File: config.mk
export PLATFORM = sky130hd
export DESIGN_NAME = uart_msg_ctl
export DESIGN_NICKNAME = d
export VERILOG_FILES = /design/src/rtl/uart_msg_ctl.sv
export SDC_FILE = /design/constraint.sdc
export NUM_CORES = 1
export LEC_CHECK = 0
export ABC_AREA = 1
export CAP_MARGIN = 40
export CORE_ASPECT_RATIO = 1.5
export CORE_MARGIN = 5
export CORE_UTILIZATION = 45
export CTS_BUF_LIST = sky130_fd_sc_hd__clkbuf_4
export CTS_CLUSTER_SIZE = 28
export DETAILED_ROUTE_END_ITERATION = 8
export PLACE_DENSITY_LB_ADDON = 0.15
export SYNTH_ARGS = -nofsm -noshare
export SYNTH_HDL_FRONTEND = slang
export SYNTH_SLANG_ARGS = --single-unit
File: constraint.sdc
create_clock -name clk -period 4.8 [get_ports clk]
set_input_delay 0.48 -clock clk [delete_from_list [all_inputs] [get_ports clk]]
set_output_delay 0.48 -clock clk [all_outputs]
set_load 0.02 [all_outputs]
File: src/rtl/uart_msg_ctl.sv
`default_nettype none
// +--------------------------------------------------------------------------+
// | uart_msg_ctl                                                             |
// | Echoes UART rx bytes through a FIFO, or periodically sends a fixed       |
// | message, toward the transmitter over a valid/ready handshake.            |
// | Optional: UART_MSG_CTL_UPCASE_EN upper-cases echoed 'a'..'z'.            |
// | Revision: 1.0                                                            |
// +--------------------------------------------------------------------------+
module uart_msg_ctl #(
  parameter int                   FIFO_DEPTH = 8,
  parameter int                   PERIOD     = 100000000,
  parameter int                   MSG_LEN    = 15,
  parameter logic [8*MSG_LEN-1:0] MSG        = "Hello, world!\r\n"
) (
  input  logic       clk,
  input  logic       rst,
  input  logic       mode,
  input  logic [7:0] rx_data,
  input  logic       rx_valid,
  output logic [7:0] tx_data,
  output logic       tx_valid,
  input  logic       tx_ready,
  output logic       ovf,
  output logic       busy
);

  localparam int               c_addr_w   = $clog2(FIFO_DEPTH);
  localparam int               c_cnt_w    = (PERIOD > 1) ? $clog2(PERIOD) : 1;
  localparam logic [c_addr_w:0] c_full    = (c_addr_w + 1)'(FIFO_DEPTH);
  localparam logic [c_cnt_w-1:0] c_tc     = c_cnt_w'(PERIOD - 1);
  localparam logic [7:0]       c_last_idx = 8'(MSG_LEN - 1);

  typedef enum logic [0:0] {
    S_IDLE = 1'b0,
    S_SEND = 1'b1
  } state_t;

  state_t               r_state;
  state_t               w_state_nxt;
  logic                 w_msg_load;
  logic [7:0]           r_idx;
  logic [c_cnt_w-1:0]   r_cnt;
  logic                 r_mode;
  logic                 r_rx_prev;
  logic [c_addr_w-1:0]  r_wptr;
  logic [c_addr_w-1:0]  r_rptr;
  logic [c_addr_w:0]    r_count;
  logic [7:0]           r_mem [FIFO_DEPTH];
  logic [7:0]           r_tx_data;
  logic                 r_tx_valid;
  logic                 r_ovf;
  logic [7:0]           w_msg_rom [256];
  logic [7:0]           w_push_data;

  // Message bytes laid out first-character-first, indexed directly by r_idx.
  for (genvar gi = 0; gi < 256; gi++) begin : g_rom
    if (gi < MSG_LEN) begin : g_byte
      assign w_msg_rom[gi] = MSG[8*(MSG_LEN-1-gi) +: 8];
    end else begin : g_pad
      assign w_msg_rom[gi] = 8'h00;
    end
  end

`ifdef UART_MSG_CTL_UPCASE_EN
  assign w_push_data = (rx_data >= 8'h61 && rx_data <= 8'h7A) ? (rx_data & 8'hDF) : rx_data;
`else
  assign w_push_data = rx_data;
`endif

  logic w_xfer, w_out_free, w_quiet, w_mode_nxt, w_enter_send, w_tc;
  logic w_rise, w_push_req, w_full, w_empty, w_pop, w_push, w_drop;

  assign w_xfer       = r_tx_valid & tx_ready;
  assign w_out_free   = ~r_tx_valid | tx_ready;
  assign w_quiet      = w_out_free && (r_state == S_IDLE);
  assign w_mode_nxt   = w_quiet ? mode : r_mode;
  assign w_enter_send = w_quiet & mode & ~r_mode;
  assign w_tc         = (r_cnt == c_tc);
  assign w_rise       = rx_valid & ~r_rx_prev;
  assign w_push_req   = w_rise & ~r_mode;
  assign w_full       = (r_count == c_full);
  assign w_empty      = (r_count == '0);
  assign w_pop        = ~r_mode & ~w_empty & w_out_free;
  assign w_push       = w_push_req & (~w_full | w_pop);
  assign w_drop       = w_push_req & w_full & ~w_pop;

  // A burst is only started if the active mode stays send through this edge.
  always_comb begin
    w_state_nxt = r_state;
    w_msg_load  = 1'b0;
    case (r_state)
      S_IDLE: begin
        if (r_mode && w_mode_nxt && w_tc) w_state_nxt = S_SEND;
      end
      S_SEND: begin
        if (w_out_free) begin
          w_msg_load = 1'b1;
          if (r_idx == c_last_idx) w_state_nxt = S_IDLE;
        end
      end
      default: w_state_nxt = S_IDLE;
    endcase
  end

  always_ff @(posedge clk or posedge rst) begin
    if (rst) begin
      r_state   <= S_IDLE;
      r_idx     <= 8'd0;
      r_cnt     <= '0;
      r_mode    <= 1'b0;
      r_rx_prev <= 1'b0;
    end else begin
      r_state   <= w_state_nxt;
      r_mode    <= w_mode_nxt;
      r_rx_prev <= rx_valid;
      if (r_state == S_IDLE)  r_idx <= 8'd0;
      else if (w_msg_load)    r_idx <= r_idx + 8'd1;
      if (!r_mode || w_tc)    r_cnt <= '0;
      else                    r_cnt <= r_cnt + 1'b1;
    end
  end

  always_ff @(posedge clk or posedge rst) begin
    if (rst) begin
      r_wptr  <= '0;
      r_rptr  <= '0;
      r_count <= '0;
      r_ovf   <= 1'b0;
    end else begin
      if (w_drop) r_ovf <= 1'b1;
      if (w_enter_send) begin
        r_wptr  <= '0;
        r_rptr  <= '0;
        r_count <= '0;
      end else begin
        if (w_push) r_wptr <= r_wptr + 1'b1;
        if (w_pop)  r_rptr <= r_rptr + 1'b1;
        case ({w_push, w_pop})
          2'b10:   r_count <= r_count + 1'b1;
          2'b01:   r_count <= r_count - 1'b1;
          default: r_count <= r_count;
        endcase
      end
    end
  end

  always_ff @(posedge clk) begin
    if (w_push) r_mem[r_wptr] <= w_push_data;
  end

  // Message loads and FIFO pops are mutually exclusive by active mode.
  always_ff @(posedge clk or posedge rst) begin
    if (rst) begin
      r_tx_data  <= 8'h00;
      r_tx_valid <= 1'b0;
    end else if (w_msg_load) begin
      r_tx_data  <= w_msg_rom[r_idx];
      r_tx_valid <= 1'b1;
    end else if (w_pop) begin
      r_tx_data  <= r_mem[r_rptr];
      r_tx_valid <= 1'b1;
    end else if (w_xfer) begin
      r_tx_valid <= 1'b0;
    end
  end

  assign tx_data  = r_tx_data;
  assign tx_valid = r_tx_valid;
  assign ovf      = r_ovf;
  assign busy     = r_tx_valid | ~w_empty | (r_state != S_IDLE);

endmodule
`default_nettype wire

; ---- Yosys cells after proc, flatten, opt, wreduce, memory -nomap -nowiden
; Memories as Yosys holds them, arrays and structs flattened.
; Cells that the tools add are included.
[op_classes]
addsub = 6
order_cmp = 1
eq_ne = 6
n_mux = 25
n_bitwise = 22
reduce_logical = 11
[ops]
columns = op, count
row1 = $mux W8, 6
row2 = $add A27 B1 Y27 const B, 1
row3 = $eq A27 B27 Y1 const B, 1
row4 = $mux W27, 1
row5 = $mux W3, 4
row6 = $mux W1, 11
row7 = $and A1 B1 Y1, 10
row8 = $ge A9 B9 Y1 const B, 1
row9 = $not A8 Y9, 1
row10 = $add A8 B1 Y8 const B, 1
row11 = $eq A8 B4 Y1 const B, 1
row12 = $pmux W4 S2, 1
row13 = $not A1 Y1, 7
row14 = $add A3 B1 Y3 const B, 2
row15 = $reduce_bool A2 Y1, 3
row16 = $reduce_bool A3 Y1, 2
row17 = $add A4 B1 Y4 const B, 1
row18 = $eq A4 B4 Y1 const B, 1
row19 = $logic_not A4 Y1, 1
row20 = $mux W4, 1
row21 = $or A1 B1 Y1, 4
row22 = $sub A4 B1 Y4 const B, 1
row23 = $logic_and A1 B1 Y1, 3
row24 = $eq A2 B1 Y1 const B, 1
row25 = 5 further kinds, 5
[word_totals]
ff_bits = 58
ram_bits = 64
rom_bits = 2048
inputBits = 13
output_inout_bits = 11
elab_cells = 84
memories = 2
[mem_list]
columns = memory, depth, width, read_ports, rd_clocked_by_memory_dff, wr, line_no
row1 = (no name shown), 256, 8, 1, 0, 0, 157  ; r_tx_data <= w_msg_rom[r_idx];
row2 = r_mem, 8, 8, 1, 0, 1, 48  ; logic [7:0] r_mem [FIFO_DEPTH];

; ---- Longest topological paths before layout
[logic_depth]
ltp_word = 9
ltp_mapped = 12
ltp_nobuf = 12

; ---- Worst setup path after synthesis
; OpenSTA, ideal clock, no wires.
[synth_timing]
path_kind = register -> register
from = register r_tx_valid (netlist: tx_valid)
to = memory r_mem[1][0], enable pin
arrival_time_ps = 1601
required_ps = 4430
slack_ps = 2828
stages_incl_launch_ff = 8
path_buffers = 0
cell_sequence = dfrtp_1 a21oi_1 nand2_1 nand2_1 nand2_1 nor2_1 inv_1 nor2_1
[synth_via]
elab_chain_cells = 7
[synth_lines]
columns = element, line_no
row1 = "start, declared", 50  ; logic r_tx_valid;
row2 = "start signal, assigned", 155  ; r_tx_valid <= 1'b0;
row3 = "start signal, assigned", 158  ; r_tx_valid <= 1'b1;
row4 = "start signal, assigned", 161  ; r_tx_valid <= 1'b1;
row5 = $not A1 Y1, 74  ; assign w_out_free = ~r_tx_valid | tx_ready;
row6 = $or A1 B1 Y1, 74
row7 = $and A1 B1 Y1, 83  ; assign w_pop = ~r_mode & ~w_empty & w_out_free;
row8 = $or A1 B1 Y1, 84  ; assign w_push = w_push_req & (~w_full | w_pop);
row9 = $and A1 B1 Y1, 84
row10 = $mux W1, 148  ; if (w_push) r_mem[r_wptr] <= w_push_data;
row11 = $mux W1 (not written as such), 148
row12 = "end, declared", 48
; No other way between the ends.

; ---- Worst setup path after layout
[layout_timing]
from = register r_rptr[0]
to = register r_tx_data[7] (netlist: tx_data[7])
[layout_via]
elab_chain_cells = 3
[layout_lines]
columns = element, line_no
row1 = "start, declared", 46  ; logic [c_addr_w-1:0] r_rptr;
row2 = "start signal, assigned", 137  ; if (w_pop) r_rptr <= r_rptr + 1'b1;
row3 = $mem_v2 Z8 W8, -
row4 = $mux W8, 159  ; end else if (w_pop) begin
row5 = $mux W8, 156  ; end else if (w_msg_load) begin
row6 = "end signal, assigned", 157
row7 = "end signal, assigned", 160  ; r_tx_data <= r_mem[r_rptr];
row8 = "end, declared", 49  ; logic [7:0] r_tx_data;
; No other way between the ends. The select of a mux whose other input is x is not followed.
; A chain may end at the register's enable or synchronous reset.

==> flow_summary.json <==
{
  "critPathTopFamily": "flip-flops",
  "grt_pass1_wl_um": 23060,
  "synth_area_leaders": "edfxtp_1 (33%), dfrtp_1 (25%), nor2_1 (7.3%)",
  "grt_usage_pct": 20.20,
  "syn_area_sq_um": 5779,
  "die_w_um": 102.5,
  "root_buffer": "clkbuf_4",
  "grt_pass1_vias": 4520,
  "dp_cells": 776,
  "dpl.hpwl_um": 10680,
  "gr-total-overflow": 0,
  "async_reset_ff_share_pct": 47.54,
  "vias_per_cell": 5.507,
  "rsz0062_at_grt": "no",
  "yosysWarnings": 0,
  "max-slew-margin-rel_pct": 36.88,
  "syn_area_per_cell_sq_um": 9.443,
  "drv_cap": 0,
  "setup_viol": 0,
  "first_pass_iters": 5,
  "max_slew.worst_pin.slew_ns": 0.9467,
  "htree_levels": 4,
  "cp_slowest_stage_delay_ns": 0.98,
  "hold_class": "input port to flop",
  "min-delay-start": "rx_valid",
  "fmax_ghz": 0.3482,
  "cts_buffers": 17,
  "core_area_sq_um": 12570,
  "hold_violations": 0,
  "fin_crit_sh_pct": 59.83,
  "crit_path_end_kind": "flop",
  "clk_pin_slew_worst_paths_ns": 0.13,
  "cts.sinks": 122,
  "synthDistinctLibCells": 33,
  "arrival_ns": 3.28,
  "drv_slew": 0,
  "synthCells": 612,
  "leakagePower_nw": 2.506,
  "fin_tns_setup_ns": 0,
  "drive_above_1_share_pct": 6.902,
  "cpMaxStageDelayCell": "dfrtp_1",
  "synth_nets": 636,
  "startpoint": "r_rptr[0]$_DFFE_PP0P_",
  "fin_nets": 663,
  "port_buffers": 23,
  "crit_buf_inv": 1,
  "cts_hold_buf": 0,
  "die_h_um": 148.8,
  "ys_ff_latch": 122,
  "cts_tree": "yes",
  "synth_edf_count": 64,
  "drt_iter0_markers": 222,
  "ys_seq_area_share_pct": 58.37,
  "final_cells": 809,
  "drt.antenna.violating_nets": 0,
  "fin_ws_ns": 1.928,
  "critPathKind": "flop to flop",
  "row_count": 50,
  "insertion_delay_ns": 0.54,
  "path_cells": "clkinv_1 > o21ai_0 > o22ai_1 > o21ai_0 > o21ai_0",
  "period_needed_ns": 2.872,
  "gp_congestion": 1.001,
  "area.growth.synth_to_final_pct": 11.45,
  "critPathRequiredTime_ns": 5.21,
  "dieArea_sq_um": 15260,
  "initial_core_util_pct": 45.96,
  "clock_path_buffers": 2,
  "crit_top_cell": "o21ai_0",
  "routed_wl_um": 14430,
  "post_cts_resized": 0,
  "grt_max_degree": 59,
  "crit_fanout": 34,
  "vias": 4455,
  "irDropWorstVdd_v": 0.0002211,
  "place_ws_ns": 1.976,
  "fin_worst_skew_ns": 0.02167,
  "critPathLaunchType": "flop",
  "pin_count": 24,
  "synth_area_leader_cell": "edfxtp_1",
  "drc": 0,
  "r2r-start": "r_rptr[0]$_DFFE_PP0P_",
  "power_density_nw_per_um2": 448.6,
  "antenna_found_initial": 1,
  "outcome": "completed",
  "post_cts_buffers": 0,
  "netlist.area_leader.share_pct": 33.25,
  "avgRoutedWirePerCell_um": 17.83,
  "ys.flop_type": "edfxtp_1"
}
final timing paths:
check | end | slack [ns] | cells after the start
max | tx_data[7]$_DFFE_PP0P_ | 1.93 | 5
min | r_rx_prev$_DFF_PP0_ | 0.39 | 1
max reg2reg | tx_data[7]$_DFFE_PP0P_ | 1.93 | 5
min reg2reg | ovf$_DFFE_PP0P_ | 0.54 | 1
max in group asynchronous | r_wptr[1]$_DFFE_PP0P_ | 3.81 | 3
min in group asynchronous | r_idx[0]$_DFFE_PP0P_ | 0.44 | 3
flip-flops by register name, summed over array words and instances (netlist names), 3 cells and up:
signal	flops
r_cnt	27
r_count	4
r_idx	8
r_mem	64
r_rptr	3
r_wptr	3
tx_data	8
layout make-up:
class | count | area (sq um)
clock buffer | 17 | 127.6
timing repair buffer | 24 | 237.7
tap | 156 | 195.2
multi-input combinational | 410 | 2088
sequential | 122 | 3373
antenna | 1 | 2.502
clock inverter | 15 | 175.2
inverter | 64 | 241.5
fill | 1170 | 6133
metal layers:
layer / GRT usage (%) / vias to the layer above / wire length [um]
li1: - / 2124 / -
met1: 21.06 / 2112 / 5208
met2: 35.25 / 166 / 7567
met3: 3.978 / 53 / 707
met4: 14.38 / 0 / 945
met5: 0 / - / 0
worst reg2reg max path: stages (launching register included):
cell,delay [ns]
dfrtp_1,0.98
clkinv_1,0.93
o21ai_0,0.48
o22ai_1,0.13
o21ai_0,0.14
o21ai_0,0.10
cells by family after synthesis:
| family | count (synthesis) | share of synthesized area (%) |
|---|---|---|
| AOI/OAI and AO/OA | 92 | 9.201 |
| xor gates and xnor gates | 23 | 3.486 |
| adders and majority gates | 11 | 2.381 |
| buffers and inverters | 80 | 5.499 |
| DFF | 122 | 58.37 |
| muxes | 1 | 0.1948 |
| and+or+nand+nor | 283 | 20.87 |
cell usage after synthesis (2+ instances only):
cell	count
dfrtp_1	58
nand3_1	35
nand3b_1	3
clkinv_1	2
a21oi_1	20
nor3_1	18
nor4_1	3
inv_1	60
o21ai_0	43
nand4_1	12
nand2_1	94
clkbuf_1	13
o211ai_1	13
ha_1	11
edfxtp_1	64
xor2_1	18
buf_6	2
nand2_2	3
nor2_1	112
nor2_4	2
a31oi_1	3
xnor2_1	5
o22ai_1	7
o21a_1	2
through the flow:
step	hold WS (ns)	total power, W	util (%)	cell area, sq um
floorplan	0.4688	0.001857	-	5779
global placement	0.5057	0.002125	48.80	6136
detailed placement	0.5194	0.002137	48.80	6136
CTS	0.3567	0.002911	51.20	6439
global route	0.3519	0.003063	51.22	6441
finish	0.3877	0.002890	51.22	6441
report_power, final:
group / leakage (nW) / switching, W / internal [W]
combinational: 0.996 / 0.000487 / 0.000287
sequential: 1.35 / 0.000133 / 0.00121
clock: 0.161 / 0.000445 / 0.000329
layout by cell type (no fill, tap or decap), drive strengths merged, types with 20 or more instances in the layout:
cell type      instances
edfxtp                64
nand3                 36
o21ai                 44
clkdlybuf4s50         23
a21oi                 20
dfrtp                 58
nor2                 114
nand2                 97
inv                   71
Note: power is estimated with default switching activity, not from simulation.
